--- src/rtl/vehicle_cmd_sequencer.sv ---
// rtl/vehicle_cmd_sequencer.sv - round-robin sharing of one single-shot command unit among NUM_REQ requesters
module vehicle_cmd_sequencer #(
    parameter int NUM_REQ = 4,
    parameter int TIMEOUT = 256,
    parameter int RES_W   = 32,
    localparam int GRANT_W = $clog2(NUM_REQ)
) (
    input  logic               clk,
    input  logic               rst_n,
    input  logic [NUM_REQ-1:0] req,
    output logic [NUM_REQ-1:0] ack,
    output logic [NUM_REQ-1:0] err,
    output logic [RES_W-1:0]   rsp_result,
    output logic [GRANT_W-1:0] grant_id,
    output logic               busy,
    output logic               unit_start,
    input  logic               unit_done,
    input  logic [RES_W-1:0]   unit_result,
    output logic [7:0]         timeout_count
);

    typedef enum logic [1:0] {
        S_IDLE  = 2'd0,
        S_START = 2'd1,
        S_WAIT  = 2'd2,
        S_RESP  = 2'd3
    } state_t;

    state_t               state_q, state_d;
    logic [GRANT_W-1:0]   grant_q, grant_d;
    logic [GRANT_W-1:0]   last_q, last_d;
    logic [15:0]          timer_q, timer_d;
    logic [NUM_REQ-1:0]   ack_q, ack_d;
    logic [NUM_REQ-1:0]   err_q, err_d;
    logic [RES_W-1:0]     result_q, result_d;
    logic                 start_q, start_d;
    logic                 busy_q, busy_d;
    logic [7:0]           tcount_q, tcount_d;

    logic [GRANT_W-1:0]   pick;
    logic [GRANT_W-1:0]   cand;
    logic                 found;

    // Scan starts just after the last served requester so it drops to lowest priority.
    always_comb begin
        pick  = last_q;
        cand  = last_q;
        found = 1'b0;
        for (int i = 1; i <= NUM_REQ; i++) begin
            cand = GRANT_W'((int'(last_q) + i) % NUM_REQ);
            if (!found && req[cand]) begin
                pick  = cand;
                found = 1'b1;
            end
        end
    end

    always_comb begin
        state_d  = state_q;
        grant_d  = grant_q;
        last_d   = last_q;
        timer_d  = timer_q;
        ack_d    = '0;
        err_d    = '0;
        result_d = result_q;
        start_d  = 1'b0;
        tcount_d = tcount_q;
        case (state_q)
            S_IDLE: begin
                if (|req) begin
                    grant_d = pick;
                    start_d = 1'b1;
                    state_d = S_START;
                end
            end
            S_START: begin
                timer_d = '0;
                state_d = S_WAIT;
            end
            S_WAIT: begin
                // A done arriving on the expiry cycle still counts as success.
                if (unit_done) begin
                    result_d       = unit_result;
                    ack_d[grant_q] = 1'b1;
                    state_d        = S_RESP;
                end else if (timer_q == 16'(TIMEOUT - 1)) begin
                    result_d       = '0;
                    err_d[grant_q] = 1'b1;
                    state_d        = S_RESP;
                end else begin
                    timer_d = timer_q + 16'd1;
                end
            end
            S_RESP: begin
                last_d = grant_q;
                if ((|err_q) && (tcount_q != 8'hFF)) begin
                    tcount_d = tcount_q + 8'd1;
                end
                state_d = S_IDLE;
            end
            default: state_d = S_IDLE;
        endcase
        busy_d = (state_d != S_IDLE);
    end

    always_ff @(posedge clk or negedge rst_n) begin
        if (!rst_n) begin
            state_q  <= S_IDLE;
            grant_q  <= '0;
            last_q   <= GRANT_W'(NUM_REQ - 1);
            timer_q  <= '0;
            ack_q    <= '0;
            err_q    <= '0;
            result_q <= '0;
            start_q  <= 1'b0;
            busy_q   <= 1'b0;
            tcount_q <= '0;
        end else begin
            state_q  <= state_d;
            grant_q  <= grant_d;
            last_q   <= last_d;
            timer_q  <= timer_d;
            ack_q    <= ack_d;
            err_q    <= err_d;
            result_q <= result_d;
            start_q  <= start_d;
            busy_q   <= busy_d;
            tcount_q <= tcount_d;
        end
    end

    assign ack           = ack_q;
    assign err           = err_q;
    assign rsp_result    = result_q;
    assign grant_id      = grant_q;
    assign busy          = busy_q;
    assign unit_start    = start_q;
    assign timeout_count = tcount_q;

endmodule
--- config.mk ---
export PLATFORM = sky130hd
export DESIGN_NAME = vehicle_cmd_sequencer
export DESIGN_NICKNAME = d
export VERILOG_FILES = /design/src/rtl/vehicle_cmd_sequencer.sv
export SDC_FILE = /design/constraint.sdc
export NUM_CORES = 1
export LEC_CHECK = 0
export CORE_ASPECT_RATIO = 0.9
export CORE_UTILIZATION = 43
export CTS_CLUSTER_SIZE = 28
export DETAILED_ROUTE_END_ITERATION = 12
export GPL_TIMING_DRIVEN = 0
export PLACE_DENSITY = 0.81
export SYNTH_ARGS = -nofsm -noshare
export SYNTH_HDL_FRONTEND = slang
export SYNTH_SLANG_ARGS = --single-unit
--- constraint.sdc ---
create_clock -name clk -period 2.1 [get_ports clk]
set_input_delay 0.42 -clock clk [delete_from_list [all_inputs] [get_ports clk]]
set_output_delay 0.42 -clock clk [all_outputs]
set_load 0.1 [all_outputs]
==> summary.txt, run 1 <==
Detailed routing
  – Initial DRC count: 158
  – Vias: 2613
  – DRC Markers: 0
  – WL final: 7328 um
  – Via/cell ratio: 5.524
  – DR pass1 iterations: 4
  – Wirelength per Cell: 15.49 um
  – Antenna viol nets, final: 0

Critical path
  – Critical path class: reg -> reg
  – Crit Path Max Fanout: 8
  – Crit end category: register
  – Worst Path Required: 2.37 ns
  – Setup crit start kind: register
  – Worst EP arrival: 2.32 ns

Power
  – Power per cell area: 1675 nW/um^2
  – Max IR drop VDD: 0.0007598 V
  – Leak pwr: 2.095 nW

Die
  – Area of the core: 7039 sq um
  – # IOs: 91
  – Die footprint: 7605 sq um
  – Die height: 82.83 um
  – Chip Width: 91.82 um
  – Row cnt: 29
  – Starting density of the core: 0.4435

Timing
  – Fmax: 486.7 MHz
  – Slew margin rel.: 0.3408
  – Worst slew pin tran: 0.9927 ns
  – Final period util: 0.9783
  – Setup Viol. Count Final: 0
  – Final hold viol count: 0
  – Pins Over Slew Limit: 0
  – RSZ-0062 raised after global routing: no
  – Final Critical Period: 2.054 ns
  – Hold_ws: 0.1812 ns
  – Worst Skew: 0.009470 ns

Clocking
  – CTS Buffer Depth: 2
  – Num CTS Buffers: 9
  – Clk sinks: 72
  – Cts hold-fix bufs: 0
  – Clock transition at the registers of the reported paths: 0.07 ns
  – Clk_lat worst skew: 0.35 ns
  – TritonCTS clock tree: yes
  – H-tree depth: 3
  – Root Driver: clkbuf_8

Finish
  – Fin nets: 421
  – Diode count: 0
  – Layout Utilization: 0.6257
  – Multi-input gate area: 1297 sq um
  – Commonest non-fill, non-tap cells in the layout: dfrtp_1 (70), dlygate4sd2_1 (47), clkdlybuf4s50_1 (36), a22o_1 (32), nand2_1 (16)
  – Share of cells above drive strength 1: 0.1368
  – Fillers: 563
  – FF/Latch Area: 1804 sq um
  – Commonest non-fill, non-tap cell in the layout: dfrtp_1
  – Area growth syn-to-layout: 41.08%

Place
  – GPL Wtd Cong: 0.8541
  – Port buffer count: 90
  – HPWL after detailed placement: 5069 um

Logic synthesis
  – Yosys cell types: 45
  – Syn_nets: 312
  – Most used DFF post-synth: dfrtp_1
  – Netlist Area Pre-Place: 3122 sq um
  – Number of synthesized flops with an enable pin: 0
  – Gate count of the mapped netlist: 266
  – Seq/Total Area, Yosys: 0.5780
  – Syn_area_per_cell: 11.74 sq um
  – Seq cells post-synth: 72
  – YS warnings: 0
  – FFs w/ async S/R, synth: 1.000

GRT
  – Largest net degree at the start of global routing: 73
  – Aggregate global routing overflow: 0
  – First-pass GRT wire length: 12340 um
  – Tot GR Track Use: 0.2067
  – Initial antenna violation count: 0
  – Vias in the first global route: 2539

Flow run
  – Maxcap violations: 0

Run status
  – Status: completed

Hold path
  – Hold Path Class: in -> async
## worst max-delay path, cell delays in order (launching register included)
cell and delay [ns]:
dfrtp_1 0.39, inv_2 0.08, ha_4 0.17, nand2b_4 0.08
or4_4 0.52, buf_6 0.15, or4_4 0.48, a21oi_2 0.13
## cell families (layout without fill, tap and decap cells)
logic type                 Yosys count  in the layout  synth area share
DFF                                 72             72            0.5780
and+or+nand+nor                     84             84            0.1555
adders and majority gates            7              7           0.02805
AOI/OAI and AO/OA                   76             76            0.1856
muxes                                4              4           0.01363
xor gates and xnor gates             6              6           0.01683
buffers and inverters               17            131           0.02245
## per-layer routing
layer / vias up / track usage / share of wire
li1: 1240 / - / -
met1: 1288 / 0.2718 / 0.45
met2: 77 / 0.3370 / 0.49
met3: 8 / 0.05220 / 0.052
met4: 0 / 0.06676 / 0.012
met5: - / 0 / 0
## sequential cells by signal, indices dropped and copies added, names as in the netlist
| register | cells |
|---|---|
| timer_q | 16 |
| rsp_result | 32 |
| state_q | 2 |
| unit_start | 1 |
| grant_id | 2 |
| last_q | 2 |
| timeout_count | 8 |
| ack | 4 |
| err | 4 |
| busy | 1 |
## final cells by class
cell class,count,share of cell area
clock inverter,7,0.02159
inverter,5,0.004261
timing repair buffer,98,0.2014
tap,93,0.02642
multi-input combinational,177,0.2946
clock buffer,9,0.02813
buffer,12,0.01392
sequential,72,0.4097
## synth_stat cells (all sizes together), types with 2 or more instances
cell type   n  area (sq um)
inv         5         18.77
dfstp       2         52.55
buf         5         25.02
a31oi       2         12.51
o41ai       3         26.28
a21oi      10         50.05
xor2        2         17.52
nor4        3         33.78
mux2        2         22.52
dfrtp      70          1752
o311ai      2         17.52
a22o       32         280.3
or4        11         82.58
and3        2         12.51
ha          7         87.58
nand4       5         31.28
nand2      16         60.06
clkbuf      7         26.28
o21ai       6         30.02
nor2       10         37.54
nor3        6         35.03
and4        3         26.28
mux2i       2         20.02
or3         3         18.77
nand3      13         70.07
o211ai      5         37.54
o31ai       7         52.55
xnor2       4         35.03
nor2b       2         12.51
nand2b      8         52.55
a211oi      3         22.52
## timing repair
item / in CTS / in global routing
pin swaps: 2 / 3
setup buffers: 6 / 2
gates cloned: 0 / 0
setup endpoints to repair: 84 / 46
gates resized for setup: 67 / 10
## power breakdown
group	switching, mW	internal, mW
Clock	0.517	0.670
Combinational	3.19	0.912
Sequential	0.275	1.81
## through the flow
| step | cell area [sq um] | worst slack (ns) | total power, mW | setup TNS, ns | cells |
|---|---|---|---|---|---|
| global route | 4404 | 0.001273 | 7.705 | 0 | 473 |
| global placement | 4151 | -1.779 | 6.299 | -128.92 | 449 |
| CTS | 4380 | 0.003159 | 7.413 | 0 | 471 |
| floorplan | 3134 | 0.03333 | 5.312 | 0 | 266 |
| finish | 4404 | 0.04550 | 7.375 | 0 | 473 |
| detailed placement | 4149 | -0.5342 | 6.364 | -4.301 | 449 |
## final timing paths
| path | startpoint | to | slack, ns | depth (start not counted) |
|---|---|---|---|---|
| hold reg to reg | rsp_result[30] | rsp_result[30] | 0.50 | 1 |
| min in group clk | rsp_result[30] | rsp_result[30] | 0.50 | 1 |
| setup / recovery | state_q[0] | timer_q[13] | 0.05 | 7 |
| hold / removal | rst_n | timeout_count[1] | 0.18 | 1 |
| max in group asynchronous | rst_n | timer_q[7] | 1.34 | 1 |
| setup reg to reg | state_q[0] | timer_q[13] | 0.05 | 7 |
Power figures use the tool's default switching activity.
==> inputs of run 2 (changes only) <==
Settings changed: CAP_MARGIN set to 20, CORE_UTILIZATION 43 to 42, PLACE_DENSITY 0.81 to 0.79.
==> run 2 against run 1 <==
Combinational power about the same. Sequential cell count is the same. Cell count fell by 0.21%. Clock skew is 0.0017 ns lower. Cell area fell by 0.54%. Critical path depth unchanged. Core utilization fell by 0.97 points. First-iteration DRC count shrank 34%. Non-clock buffer count fell by 1. Power shrank 2.4%. Sequential share of layout area is 0.28 points higher. Sequential power about the same. Critical endpoint is now timer_q[15]. Largest power group unchanged.
==> summary.txt, run 2 (same netlist as run 1, synthesis figures left out) <==
Die
  – # IOs: 91
  – Die footprint: 7782 sq um
  – Row cnt: 29
  – Starting density of the core: 0.4390
  – Die height: 83.79 um
  – Area of the core: 7112 sq um
  – Chip Width: 92.88 um

Clocking
  – H-tree depth: 3
  – Clock transition at the registers of the reported paths: 0.08 ns
  – CTS Buffer Depth: 2
  – Root Driver: clkbuf_8
  – TritonCTS clock tree: yes
  – Clk sinks: 72
  – Cts hold-fix bufs: 0
  – Clk_lat worst skew: 0.35 ns
  – Num CTS Buffers: 9

Power
  – Pwr Total: 7.197 mW
  – Max IR drop VDD: 0.0008487 V
  – Leak pwr: 2.067 nW
  – Power per cell area: 1643 nW/um^2

Critical path
  – Critical path cell sequence: inv_2 > ha_4 > nand2b_4 > or4_4 > buf_6 > or4_4 > a21oi_2
  – Crit Path Max Fanout: 7
  – Delay-heaviest family, CP: simple AND/OR/NAND/NOR gates
  – Critical path class: reg -> reg
  – CP most frequent cell: or4_4
  – Buf+Inv Stages, Crit Path: 2
  – Crit end category: register
  – Worst EP arrival: 2.34 ns
  – FF-to-FF Start: state_q[0]
  – Critical path launch point: state_q[0]
  – CP max-delay cell: or4_4
  – Setup crit start kind: register
  – Critical Path Max Stage Delay: 0.51 ns
  – Worst Path Required: 2.38 ns

Finish
  – Share of cells above drive strength 1: 0.1398
  – Diode count: 0
  – Commonest non-fill, non-tap cells in the layout: dfrtp_1 (68), dlygate4sd2_1 (46), clkdlybuf4s50_1 (36), a22o_1 (32), nand2_1 (16)
  – Multi-input gate area: 1309 sq um
  – Fillers: 587
  – Final Non-Filler Cells: 472
  – Fin nets: 420
  – Post-route cell area: 4380 sq um
  – FF/Latch Area: 1807 sq um
  – Largest register FFs: 32
  – Area growth syn-to-layout: 40.32%
  – Commonest non-fill, non-tap cell in the layout: dfrtp_1

Detailed routing
  – DR pass1 iterations: 4
  – Wirelength per Cell: 16.06 um
  – Vias: 2644
  – Antenna viol nets, final: 0
  – DRC Markers: 0
  – Initial DRC count: 104
  – WL final: 7581 um
  – Via/cell ratio: 5.602

GRT
  – Tot GR Track Use: 0.2067
  – Aggregate global routing overflow: 0
  – First-pass GRT wire length: 12520 um
  – Vias in the first global route: 2591
  – Initial antenna violation count: 0
  – Largest net degree at the start of global routing: 73

Flow run
  – Maxcap violations: 0

Timing
  – Worst Skew: 0.007753 ns
  – Setup Viol. Count Final: 0
  – Worst setup margin: 0.03736 ns
  – Slew margin rel.: 0.3432
  – Final Critical Period: 2.063 ns
  – Final period util: 0.9822
  – RSZ-0062 raised after global routing: yes
  – Final hold viol count: 0
  – Pins Over Slew Limit: 0
  – Worst slew pin tran: 0.9891 ns
  – Hold_ws: 0.1855 ns
  – Fmax: 484.8 MHz

Place
  – HPWL after detailed placement: 5294 um
  – Place WS: -0.5081 ns
  – Port buffer count: 90
  – Area after DPL: 4149 sq um
  – GPL Wtd Cong: 0.8165
  – Placed Cells: 449

Run status
  – Status: completed

Hold path
  – Hold Path Class: in -> async
run 2: layout make-up:
| type | instances | area share |
|---|---|---|
| plain buffers | 12 | 0.01571 |
| flip-flops and latches | 72 | 0.4125 |
| multi-input cells | 177 | 0.2988 |
| repair buffers | 97 | 0.2011 |
| clock inverters | 5 | 0.008855 |
| inverters | 5 | 0.004284 |
| well taps | 93 | 0.02656 |
| clock buffers | 11 | 0.03228 |
run 2: power by group:
part | internal (mW) | switching, mW | leakage, nW
Combinational | 0.911 | 3.20 | 1.04
Clock | 0.469 | 0.528 | 0.0903
Sequential | 1.81 | 0.279 | 0.932
run 2: final timing paths:
path | end | slack (ns) | cells after the start
setup / recovery | timer_q[15] | 0.04 | 7
hold / removal | timeout_count[2] | 0.19 | 1
setup reg to reg | timer_q[15] | 0.04 | 7
hold reg to reg | rsp_result[4] | 0.49 | 1
max in group asynchronous | timer_q[8] | 1.28 | 1
min in group clk | rsp_result[4] | 0.49 | 1
run 2: stage by stage:
step / utilization / setup TNS [ns]
5_1_grt: 0.6159 / -0.01191
3_3_place_gp: 0.5837 / -128.96
2_1_floorplan: - / 0
3_5_place_dp: 0.5834 / -6.468
4_1_cts: 0.6080 / 0
6_report: 0.6159 / 0
run 2: repair_timing:
item,CTS,global route
resized for setup,66,24
setup endpoints to repair,84,46
pin swaps,1,3
setup buffers,4,3
run 2: worst reg2reg max path: stages, from the launching register on:
cell and delay [ns]:
dfrtp_1 0.40, inv_2 0.10, ha_4 0.16, nand2b_4 0.08, or4_4 0.51, buf_6 0.15, or4_4 0.48, a21oi_2 0.13
run 2: per-layer routing:
layer,GRT usage,vias up,routed length [um]
met1,0.2641,1310,3293
met5,0,-,0
li1,-,1234,-
met4,0.07273,0,124
met3,0.05829,14,448
met2,0.3356,86,3714
==> inputs of run 3 (changes only) <==
Settings changed: CORE_MARGIN set to 5.
==> run 3 against run 2 <==
Power increased by 2.4%. Cell area increased by 1.1%. Global-route usage decreased by 3.5 points. Register-to-register slack got worse by 0.02 ns. Core utilization increased by 0.37 points. Sequential power about the same. Critical path depth increased by 1. Cell count increased by 1.5%. Setup slack got worse by 0.021 ns. Via count increased by 0.19%. Non-clock buffer count increased by 7. Hold slack improved by 0.013 ns. Critical path type unchanged. Critical endpoint is now timer_q[9]. Largest cell class unchanged. Largest power group unchanged.
==> summary.txt, run 3 (same netlist as run 1, synthesis figures left out) <==
Run status
  – Status: completed

Place
  – Port buffer count: 90
  – HPWL after detailed placement: 5481 um
  – Area after DPL: 4149 sq um
  – GPL Wtd Cong: 0.7818
  – Placed Cells: 449
  – Place WS: -0.5314 ns

Detailed routing
  – DR pass1 iterations: 4
  – WL final: 8074 um
  – Vias: 2649
  – Via/cell ratio: 5.530
  – Initial DRC count: 137
  – Wirelength per Cell: 16.86 um
  – Antenna viol nets, final: 0
  – DRC Markers: 0

Critical path
  – Crit Path Max Fanout: 5
  – Reg2reg setup slack: 0.02 ns
  – CP max-delay cell: or4_4
  – Critical path cell sequence: inv_2 > ha_4 > nand2b_4 > or4_4 > buf_6 > buf_4 > o311ai_1 > o41ai_1
  – Crit path to: timer_q[9]
  – FF-to-FF Start: state_q[0]
  – Worst EP arrival: 2.29 ns
  – Critical path launch point: state_q[0]
  – Worst Path Required: 2.31 ns
  – FF-to-FF path depth: 8
  – R2r endpoint: timer_q[9]
  – Critical Path Max Stage Delay: 0.52 ns
  – Crit end category: register
  – Critical path class: reg -> reg
  – Setup crit start kind: register

Clocking
  – CTS Buffer Depth: 2
  – Root Driver: clkbuf_8
  – Num CTS Buffers: 9
  – Clock transition at the registers of the reported paths: 0.08 ns
  – TritonCTS clock tree: yes
  – Clk sinks: 72
  – Clk_lat worst skew: 0.34 ns
  – H-tree depth: 3

Timing
  – Setup Viol. Count Final: 0
  – Final hold viol count: 0
  – Final period util: 0.9922
  – Pins Over Slew Limit: 0
  – Final Critical Period: 2.084 ns
  – Fmax: 479.9 MHz
  – Hold_ws: 0.1981 ns
  – Worst setup margin: 0.01642 ns
  – Worst slew pin tran: 1.002 ns
  – Slew margin rel.: 0.3349
  – Worst Skew: 0.01215 ns
  – Fin Setup TNS: 0 ns

Finish
  – FF/Latch Area: 1805 sq um
  – Diode count: 0
  – Final Non-Filler Cells: 479
  – Commonest non-fill, non-tap cell in the layout: dfrtp_1
  – Post-route cell area: 4429 sq um
  – Fin nets: 427
  – Multi-input gate area: 1294 sq um
  – Commonest non-fill, non-tap cells in the layout: dfrtp_1 (69), dlygate4sd2_1 (46), clkdlybuf4s50_1 (36), a22o_1 (32), nand2_1 (16)
  – Area growth syn-to-layout: 41.88%
  – Fillers: 596
  – Layout Utilization: 0.6196
  – Share of cells above drive strength 1: 0.1451
  – Largest register FFs: 32

GRT
  – Tot GR Track Use: 0.1721
  – Vias in the first global route: 2581
  – Initial antenna violation count: 0
  – Aggregate global routing overflow: 0
  – First-pass GRT wire length: 12770 um
  – Largest net degree at the start of global routing: 73

Die
  – Row cnt: 29
  – # IOs: 91
  – Die height: 91.79 um
  – Die footprint: 9259 sq um
  – Starting density of the core: 0.4367
  – Area of the core: 7148 sq um
  – Chip Width: 100.9 um

Hold path
  – Hold Path Class: in -> async

Power
  – Power per cell area: 1663 nW/um^2
  – Max IR drop VDD: 0.001174 V
  – Pwr Total: 7.366 mW
  – Leak pwr: 2.101 nW

Flow run
  – Maxcap violations: 0
[run 3: cell types whose count changed in the layout (fill, tap and decap cells not counted), sizes merged]
cell / delta
buf: +7
clkbuf: -2
bufinv: +1
clkdlybuf4s15: +1
clkinvlp: +1
inv: -1
[run 3: what timing repair did]
item | 4_1_cts | 5_1_grt
hold buffers | 0 | 0
cloned | 0 | 0
endpoints found under the setup margin | 85 | 50
setup buffers | 6 | 8
pin swaps | 2 | 4
gates resized for setup | 62 | 16
[run 3: worst min-delay path by stage]
stage | start | endpoint | slack, ns | cells after the start
3_5_place_dp | rsp_result[21] | rsp_result[21] | 0.48 | 1
6_report | rst_n | timeout_count[7] | 0.20 | 1
5_1_grt | rst_n | timeout_count[7] | 0.29 | 1
3_3_place_gp | rsp_result[26] | rsp_result[26] | 0.48 | 1
4_1_cts | rst_n | timeout_count[7] | 0.23 | 1
2_1_floorplan | rst_n | ack[0] | 0.12 | 0
[run 3: final cells by class]
type                       instances  area share
buffer                            12     0.01384
clock buffer                      10     0.02881
clock inverter                     6     0.01525
inverter                           5    0.004237
multi-input combinational        177      0.2921
sequential                        72      0.4076
tap                               93     0.02627
timing repair buffer             104      0.2119
[run 3: routing by layer]
| layer | wire length, um | track usage | part of all wire | up-vias |
|---|---|---|---|---|
| li1 | - | - | - | 1252 |
| met1 | 3440 | 0.2248 | 0.43 | 1301 |
| met2 | 4006 | 0.2747 | 0.50 | 85 |
| met3 | 473 | 0.04097 | 0.059 | 11 |
| met4 | 153 | 0.06958 | 0.019 | 0 |
| met5 | 0 | 0 | 0 | - |
[run 3: worst max-delay path: cells and delay by family (launching register included)]
family,cells,cell delay (ns)
AOI/OAI and AO/OA,2,0.43
adders and majority gates,1,0.17
and+or+nand+nor,2,0.59
buffers and inverters,3,0.37
DFF,1,0.39
[run 3: where the power goes]
group | total [mW] | leakage (nW) | switching, mW | internal, mW
sequential | 2.08 | 0.934 | 0.278 | 1.81
clock | 1.08 | 0.0929 | 0.531 | 0.553
combinational | 4.20 | 1.07 | 3.24 | 0.960
total | 7.37 | 2.10 | 4.05 | 3.32
